**src/rtl/gsau_wb_buffer.sv**
```systemverilog
// GSAU writeback buffer.
// Queues psum rows from the GSAU and drains each one to the vector register file
// as PSUM_W/BEAT_W write beats, lowest beat first, strictly in push order.
// A one-cycle completion pulse goes to the scoreboard after each entry's last beat.
//
// Ports:
//   CLK, RST         clock (rising edge), asynchronous active-high reset
//   wb_valid         psum valid from GSAU
//   wb_psum          psum row
//   wb_wbdst         destination vector register
//   wb_output_ready  buffer has room (registered occupancy < DEPTH)
//   veg_wr_en        write beat valid
//   veg_wr_addr      destination register of the current beat
//   veg_wr_beat      beat index within the entry
//   veg_wr_data      beat data
//   veg_wr_ready     register file accepts the beat
//   sb_wb_done       one-cycle completion pulse
//   sb_wb_vdst       register completed by sb_wb_done
//   occupancy        registered entry count
module gsau_wb_buffer #(
    parameter int unsigned DEPTH  = 4,
    parameter int unsigned PSUM_W = 512,
    parameter int unsigned BEAT_W = 128,
    parameter int unsigned VDST_W = 8,
    localparam int unsigned NBEATS  = PSUM_W / BEAT_W,
    localparam int unsigned BEAT_IW = (NBEATS > 1) ? $clog2(NBEATS) : 1,
    localparam int unsigned OCC_W   = $clog2(DEPTH) + 1,
    localparam int unsigned PTR_W   = (DEPTH > 1) ? $clog2(DEPTH) : 1
) (
    input  logic               CLK,
    input  logic               RST,
    input  logic               wb_valid,
    input  logic [PSUM_W-1:0]  wb_psum,
    input  logic [VDST_W-1:0]  wb_wbdst,
    output logic               wb_output_ready,
    output logic               veg_wr_en,
    output logic [VDST_W-1:0]  veg_wr_addr,
    output logic [BEAT_IW-1:0] veg_wr_beat,
    output logic [BEAT_W-1:0]  veg_wr_data,
    input  logic               veg_wr_ready,
    output logic               sb_wb_done,
    output logic [VDST_W-1:0]  sb_wb_vdst,
    output logic [OCC_W-1:0]   occupancy
);

    localparam logic [OCC_W-1:0]   DEPTH_OCC = OCC_W'(DEPTH);
    localparam logic [BEAT_IW-1:0] LAST_BEAT = BEAT_IW'(NBEATS - 1);
    localparam logic [PTR_W-1:0]   LAST_PTR  = PTR_W'(DEPTH - 1);

    typedef enum logic {StIdle, StWrite} state_e;

    state_e             state_q, state_d;
    logic [PTR_W-1:0]   head_q, tail_q;
    logic [OCC_W-1:0]   occ_q, occ_d;
    logic [BEAT_IW-1:0] beat_q;
    logic               done_q;
    logic [VDST_W-1:0]  done_vdst_q;

    logic [PSUM_W-1:0]  psum_mem [DEPTH];
    logic [VDST_W-1:0]  vdst_mem [DEPTH];

    logic push, accept, pop;

    function automatic logic [PTR_W-1:0] ptr_inc(input logic [PTR_W-1:0] p);
        return (p == LAST_PTR) ? '0 : p + PTR_W'(1);
    endfunction

    // Ready depends on registered occupancy only, so a pop never frees a slot
    // for a push in the same cycle.
    assign wb_output_ready = (occ_q < DEPTH_OCC);
    assign push            = wb_valid && wb_output_ready;
    assign accept          = veg_wr_en && veg_wr_ready;
    assign pop             = accept && (beat_q == LAST_BEAT);

    always_comb begin
        occ_d = occ_q;
        if (push && !pop) begin
            occ_d = occ_q + OCC_W'(1);
        end else if (pop && !push) begin
            occ_d = occ_q - OCC_W'(1);
        end
    end

    // FSM: state register
    always_ff @(posedge CLK or posedge RST) begin
        if (RST) begin
            state_q <= StIdle;
        end else begin
            state_q <= state_d;
        end
    end

    // FSM: next state
    always_comb begin
        state_d = state_q;
        unique case (state_q)
            StIdle: begin
                if (occ_q != '0) begin
                    state_d = StWrite;
                end
            end
            StWrite: begin
                // occ_d already counts a same-edge push, so back-to-back
                // entries continue without a bubble.
                if (pop && (occ_d == '0)) begin
                    state_d = StIdle;
                end
            end
            default: state_d = StIdle;
        endcase
    end

    // FSM: outputs; all beat outputs are zero outside WRITE.
    always_comb begin
        veg_wr_en   = 1'b0;
        veg_wr_addr = '0;
        veg_wr_beat = '0;
        veg_wr_data = '0;
        unique case (state_q)
            StIdle: ;
            StWrite: begin
                veg_wr_en   = 1'b1;
                veg_wr_addr = vdst_mem[head_q];
                veg_wr_beat = beat_q;
                veg_wr_data = psum_mem[head_q][beat_q * BEAT_W +: BEAT_W];
            end
            default: ;
        endcase
    end

    // Pointers, occupancy, beat counter and completion pulse.
    always_ff @(posedge CLK or posedge RST) begin
        if (RST) begin
            head_q      <= '0;
            tail_q      <= '0;
            occ_q       <= '0;
            beat_q      <= '0;
            done_q      <= 1'b0;
            done_vdst_q <= '0;
        end else begin
            occ_q  <= occ_d;
            done_q <= pop;
            if (push) begin
                tail_q <= ptr_inc(tail_q);
            end
            if (pop) begin
                head_q      <= ptr_inc(head_q);
                beat_q      <= '0;
                done_vdst_q <= vdst_mem[head_q];
            end else if (accept) begin
                beat_q <= beat_q + BEAT_IW'(1);
            end
        end
    end

    // Entry storage needs no reset: it is only read while occupancy covers it.
    always_ff @(posedge CLK) begin
        if (push) begin
            psum_mem[tail_q] <= wb_psum;
            vdst_mem[tail_q] <= wb_wbdst;
        end
    end

    assign sb_wb_done = done_q;
    assign sb_wb_vdst = done_vdst_q;
    assign occupancy  = occ_q;

endmodule
```
**config.mk**
```make
export PLATFORM = sky130hd
export DESIGN_NAME = gsau_wb_buffer
export DESIGN_NICKNAME = d
export VERILOG_FILES = /design/src/rtl/gsau_wb_buffer.sv
export SDC_FILE = /design/constraint.sdc
export NUM_CORES = 2
export LEC_CHECK = 0
export BUFFER_PORTS_ARGS = -buffer_cell sky130_fd_sc_hd__buf_2
export CELL_PAD_IN_SITES_DETAIL_PLACEMENT = 1
export CELL_PAD_IN_SITES_GLOBAL_PLACEMENT = 1
export CORE_UTILIZATION = 55
export CTS_CLUSTER_DIAMETER = 200
export DETAILED_ROUTE_END_ITERATION = 10
export GPL_TIMING_DRIVEN = 0
export PLACE_DENSITY = 0.87
export SYNTH_ARGS = -nofsm -noshare
export SYNTH_HDL_FRONTEND = slang
export SYNTH_SLANG_ARGS = --single-unit
```
**constraint.sdc**
```tcl
create_clock -name CLK -period 27.5 [get_ports CLK]
set_clock_uncertainty 0.15 [all_clocks]
set_input_delay 4.125 -clock CLK [delete_from_list [all_inputs] [get_ports CLK]]
set_output_delay 4.125 -clock CLK [all_outputs]
set_load 0.05 [all_outputs]
```
Yosys cells after proc, flatten, opt, wreduce, memory -nomap -nowiden

Memories as Yosys holds them, arrays and structs flattened.
Index checks and enable logic that the tools add are counted.

Add/subtract/negate cells: 5
Magnitude comparators: 1
Equality and inequality tests: 3
Shifts and indexed selects: 1
Mux-type cells: 15
Bitwise logic cells: 1
Reduce and logical (&&, ||, !) cells: 11

Operators with widths:

| cell                                             | number |
|---|---|
| variable part select 512 x 10 -> 128 bit         | 1 |
| two-way mux 128 bit                              | 1 |
| two-way mux 2 bit                                | 5 |
| two-way mux 8 bit                                | 1 |
| adder 2 x 1 -> 2 bit, second input constant      | 3 |
| equality test 2 bit, second input constant       | 3 |
| logical AND 1 bit                                | 6 |
| two-way mux 3 bit                                | 2 |
| two-way mux 1 bit                                | 5 |
| adder 3 x 1 -> 3 bit, second input constant      | 1 |
| logical NOT 3 bit                                | 1 |
| < comparator 3 bit, second input constant        | 1 |
| nonzero test 3 bit                               | 1 |
| subtractor 3 x 1 -> 3 bit, second input constant | 1 |
| logical NOT 1 bit                                | 2 |
| case mux 1 bit (2 select lines)                  | 1 |
| nonzero test 2 bit                               | 1 |
| inverter 1 bit                                   | 1 |

Bits in registers: 19
Bits in writable memories: 2080
Output and inout port bits: 152
Word-level logic and storage cells: 46
Memories: 2

Memory list:

| name     | depth | width | rd ports | clocked after memory_dff | write ports | line | RTL |
|---|---|---|---|---|---|---|---|
| psum_mem | 4     | 512   | 1        | 0                        | 1           | 59   | `logic [PSUM_W-1:0] psum_mem [DEPTH];` |
| vdst_mem | 4     | 8     | 1        | 0                        | 1           | 60   | `logic [VDST_W-1:0] vdst_mem [DEPTH];` |

Depth between registers and ports, before layout

Depth in word-level cells: 10
Mapped depth: 8
Mapped depth without buffers: 6

Least setup slack after synthesis

No wires, ideal clock.

Path kind: input port to flip-flop
Start point: input port wb_valid
End point: memory psum_mem[0][0] (enable)
Library setup time: 0.953 ns
Arrival time: 16.337 ns
Slack: 10.060 ns
Cell stages on the path: 3
Buffers on the path: 1
Path through: nor2b_1 > clkbuf_1 > and2_1

Longest elaborated chain between the ends: 3

Ends and longest elaborated chain:

| element                                 | line | RTL |
|---|---|---|
| from (decl)                             | 32   | `input logic wb_valid,` |
| logical AND 1 bit                       | 71   | `assign push = wb_valid && wb_output_ready;` |
| two-way mux 1 bit                       | 158  | `if (push) begin` |
| two-way mux 1 bit (not written as such) | 159  | `psum_mem[tail_q] <= wb_psum;` |
| to (decl)                               | 59   |  |

Every way passes these cells.

Worst setup path in the final report

Start point: register state_q
End point: output port veg_wr_data[69]

Longest elaborated chain between the ends: 1

Ends and longest elaborated chain:

| element                | line | RTL |
|---|---|---|
| from (decl)            | 52   | `state_e state_q, state_d;` |
| from (signal assigned) | 87   | `state_q <= StIdle;` |
| from (signal assigned) | 89   | `state_q <= state_d;` |
| two-way mux 128 bit    | 119  | `unique case (state_q)` |
| to (decl)              | 39   | `output logic [BEAT_W-1:0] veg_wr_data,` |

Every way passes these cells.

==> metrics <==
status finished clean; routed length on met2 142000 um; max_slew headroom 1.46%; Max Clock Freq 100 MHz; max-cap viol count 0; Core Area 146000 um^2; Cell Area, Synth 81100 um^2; total CTS buffers 205; clock-pin slew on the worst setup and hold paths 0.06 ns; fin cells 7548; crit path DAT 5.72 ns; dpl cell area 88000 um^2; I/O Buffers 675; uppermost layer routed met5; die width 386 um; FF+latch count, synth 2099; I/O pin count 676; Metal-1 WL 100000 um; Crit. End Element primary output; largest net degree at the start of global routing 59; Util after Layout 65.2%; critical path type register to primary output; die footprint 149000 um^2; WL per Instance 39.6 um; Residual DRC 0; hold buffers post-CTS 0; power density over the cells 118 nW/um^2; Clock Sinks 2099; nets@finish 5788; CTS tree yes; post-route setup slack 17.50 ns; pre-CTS setup slack 18.51 ns; Syn Area/Cell 18.7 um^2; Syn Inst Count 4332; Root Buffer clkbuf_16; GRT Resource Usage Total 37.3%; Slew @ Worst Pin 1.48 ns; final WL 299000 um; grt total ovfl 0; Skew-Pair Late Insertion Delay 0.85 ns; Layout Cell Area excl Fill 95100 um^2; CP startpoint kind register; vias 50875; first-pass GRT wire length 387000 um; Post-DP HPWL 179000 um; GPL Wtd Cong 0.829; Period minus WS final 10.0 ns; CP max stage delay 1.14 ns; Std-Cell Rows 140; slowest CP cell clkbuf_1; most common cell after layout, fill and taps aside edfxtp_1; Synth top area share 77.0%; area delta synth->final 17.3%; Synth area leaders edfxtp_1 77%, mux2i_1 12%, a22oi_1 4.3%, mux4_2 0.83%, nand2_1 0.79%; Placed Instances 6965; post-synth top area cell edfxtp_1; setup tns final 0 ns; CP top delay family buffers and inverters; most frequent cells in the layout 2080 x edfxtp_1, 980 x mux2i_1, 770 x buf_2; setup bufs post-CTS 0; Die H 386 um; WP buf/inv 4; unrepaired setup endpoints after global routing false; initial antenna violation count 217; crit path max fanout 10; syn_nets 4865; Routed Antenna Nets 0; fin crit share 36.4%; HP Class register to register; layout cells sized above 1 23.0%; initial core utilization 55.6%; final max-slew violation count 0; DRT iter0 DRCs 7314; post-cts resize count 0; Ys Warns 0; Hold Violations, Final 0; count of final setup violators 0; maximum VDD drop 84.3 uV; Critical Path RT 23.23 ns; sequential fraction of the synthesis area 77.6%; fillers 12620; Max Root-Sink Buffers 3; number of global-route vias before repair 51340; H-tree depth 4; critical path cell sequence nand2_1, inv_1, clkbuf_1, buf_1, nand3_1, o21ai_0, buf_2; Lkg Pwr 33.5 nW; Yosys cell types 31; met3 WL 32500 um; FF-to-FF setup slack 23.14 ns; number of vias per cell 6.74; drt pass-1 iters 6
## area by class of cell
cell class	instances	area (um^2)	area share, %
timing repair buffer	716	4480	4.71
antenna	197	493	0.518
multi-input combinational	1965	16500	17.3
sequential	2099	62900	66.2
tap	1917	2400	2.52
clock buffer	240	5330	5.61
clock inverter	146	1330	1.40
inverter	9	33.8	0.0355
buffer	259	1650	1.73
## where the power goes
group | total (mW) | leakage [nW] | internal (mW) | switching [mW]
sequential | 3.94 | 19.0 | 3.83 | 0.104
combinational | 4.43 | 11.2 | 1.14 | 3.28
clock | 2.89 | 3.24 | 1.56 | 1.33
## flip-flops by register name, summed over array words and instances (netlist names)
signal / flops
psum_mem: 2048
vdst_mem: 32
sb_wb_vdst: 8
occupancy: 3
beat_q: 2
head_q: 2
tail_q: 2
sb_wb_done: 1
state_q: 1
## logic make-up after synthesis
| logic type | share of synthesized area, % |
|---|---|
| AO/OA/AOI/OAI | 5.58 |
| adder cells (fa/ha/maj) | 0.164 |
| flip-flops | 77.6 |
| XOR/XNOR | 0.0216 |
| AND/OR/NAND/NOR | 1.55 |
| buffers and inverters | 2.07 |
| multiplexers | 13.0 |
## synthesized netlist by cell type (all sizes together)
cell,n
mux2i,980
a22o,1
mux2,4
o311ai,1
a221oi,22
a22oi,469
nand2b,1
o22ai,13
buf,199
o21ai,139
dfrtp,19
nand3,95
nor2b,3
clkbuf,60
mux4,30
ha,9
maj3,2
nor3,2
nor2,5
xnor2,2
and2,14
inv,9
a21o,2
nand2,171
edfxtp,2080
## metal layers
layer  track usage, %  vias up
met5                0        -
met4             24.7      112
met3             10.6     1165
met2             60.1     4157
met1             43.8    25839
li1                 -    19602
## path summary, 6_finish.rpt
path / from / cells past startpoint / to
max in group asynchronous: RST / 2 / tail_q[0]
hold / removal: sb_wb_vdst[6] / 2 / sb_wb_vdst[6]
min in group asynchronous: RST / 2 / sb_wb_vdst[4]
setup reg to reg: occupancy[2] / 9 / psum_mem[2][187]
setup / recovery: state_q / 7 / veg_wr_data[69]
hold reg to reg: sb_wb_vdst[6] / 2 / sb_wb_vdst[6]
## tightest hold or removal path: stages (launching register included)
cell and delay, ns:
dfrtp_1 0.34, nand2_1 0.05, nand2_1 0.06
## stage by stage
stage                     hold WS, ns  power, mW
after floorplan                 0.370       6.72
after global placement          0.308       8.27
after detailed placement        0.318       8.17
after CTS                       0.336       11.0
after global routing            0.368       11.4
final                           0.329       11.3
No activity file was read; power rests on OpenSTA's default activity.
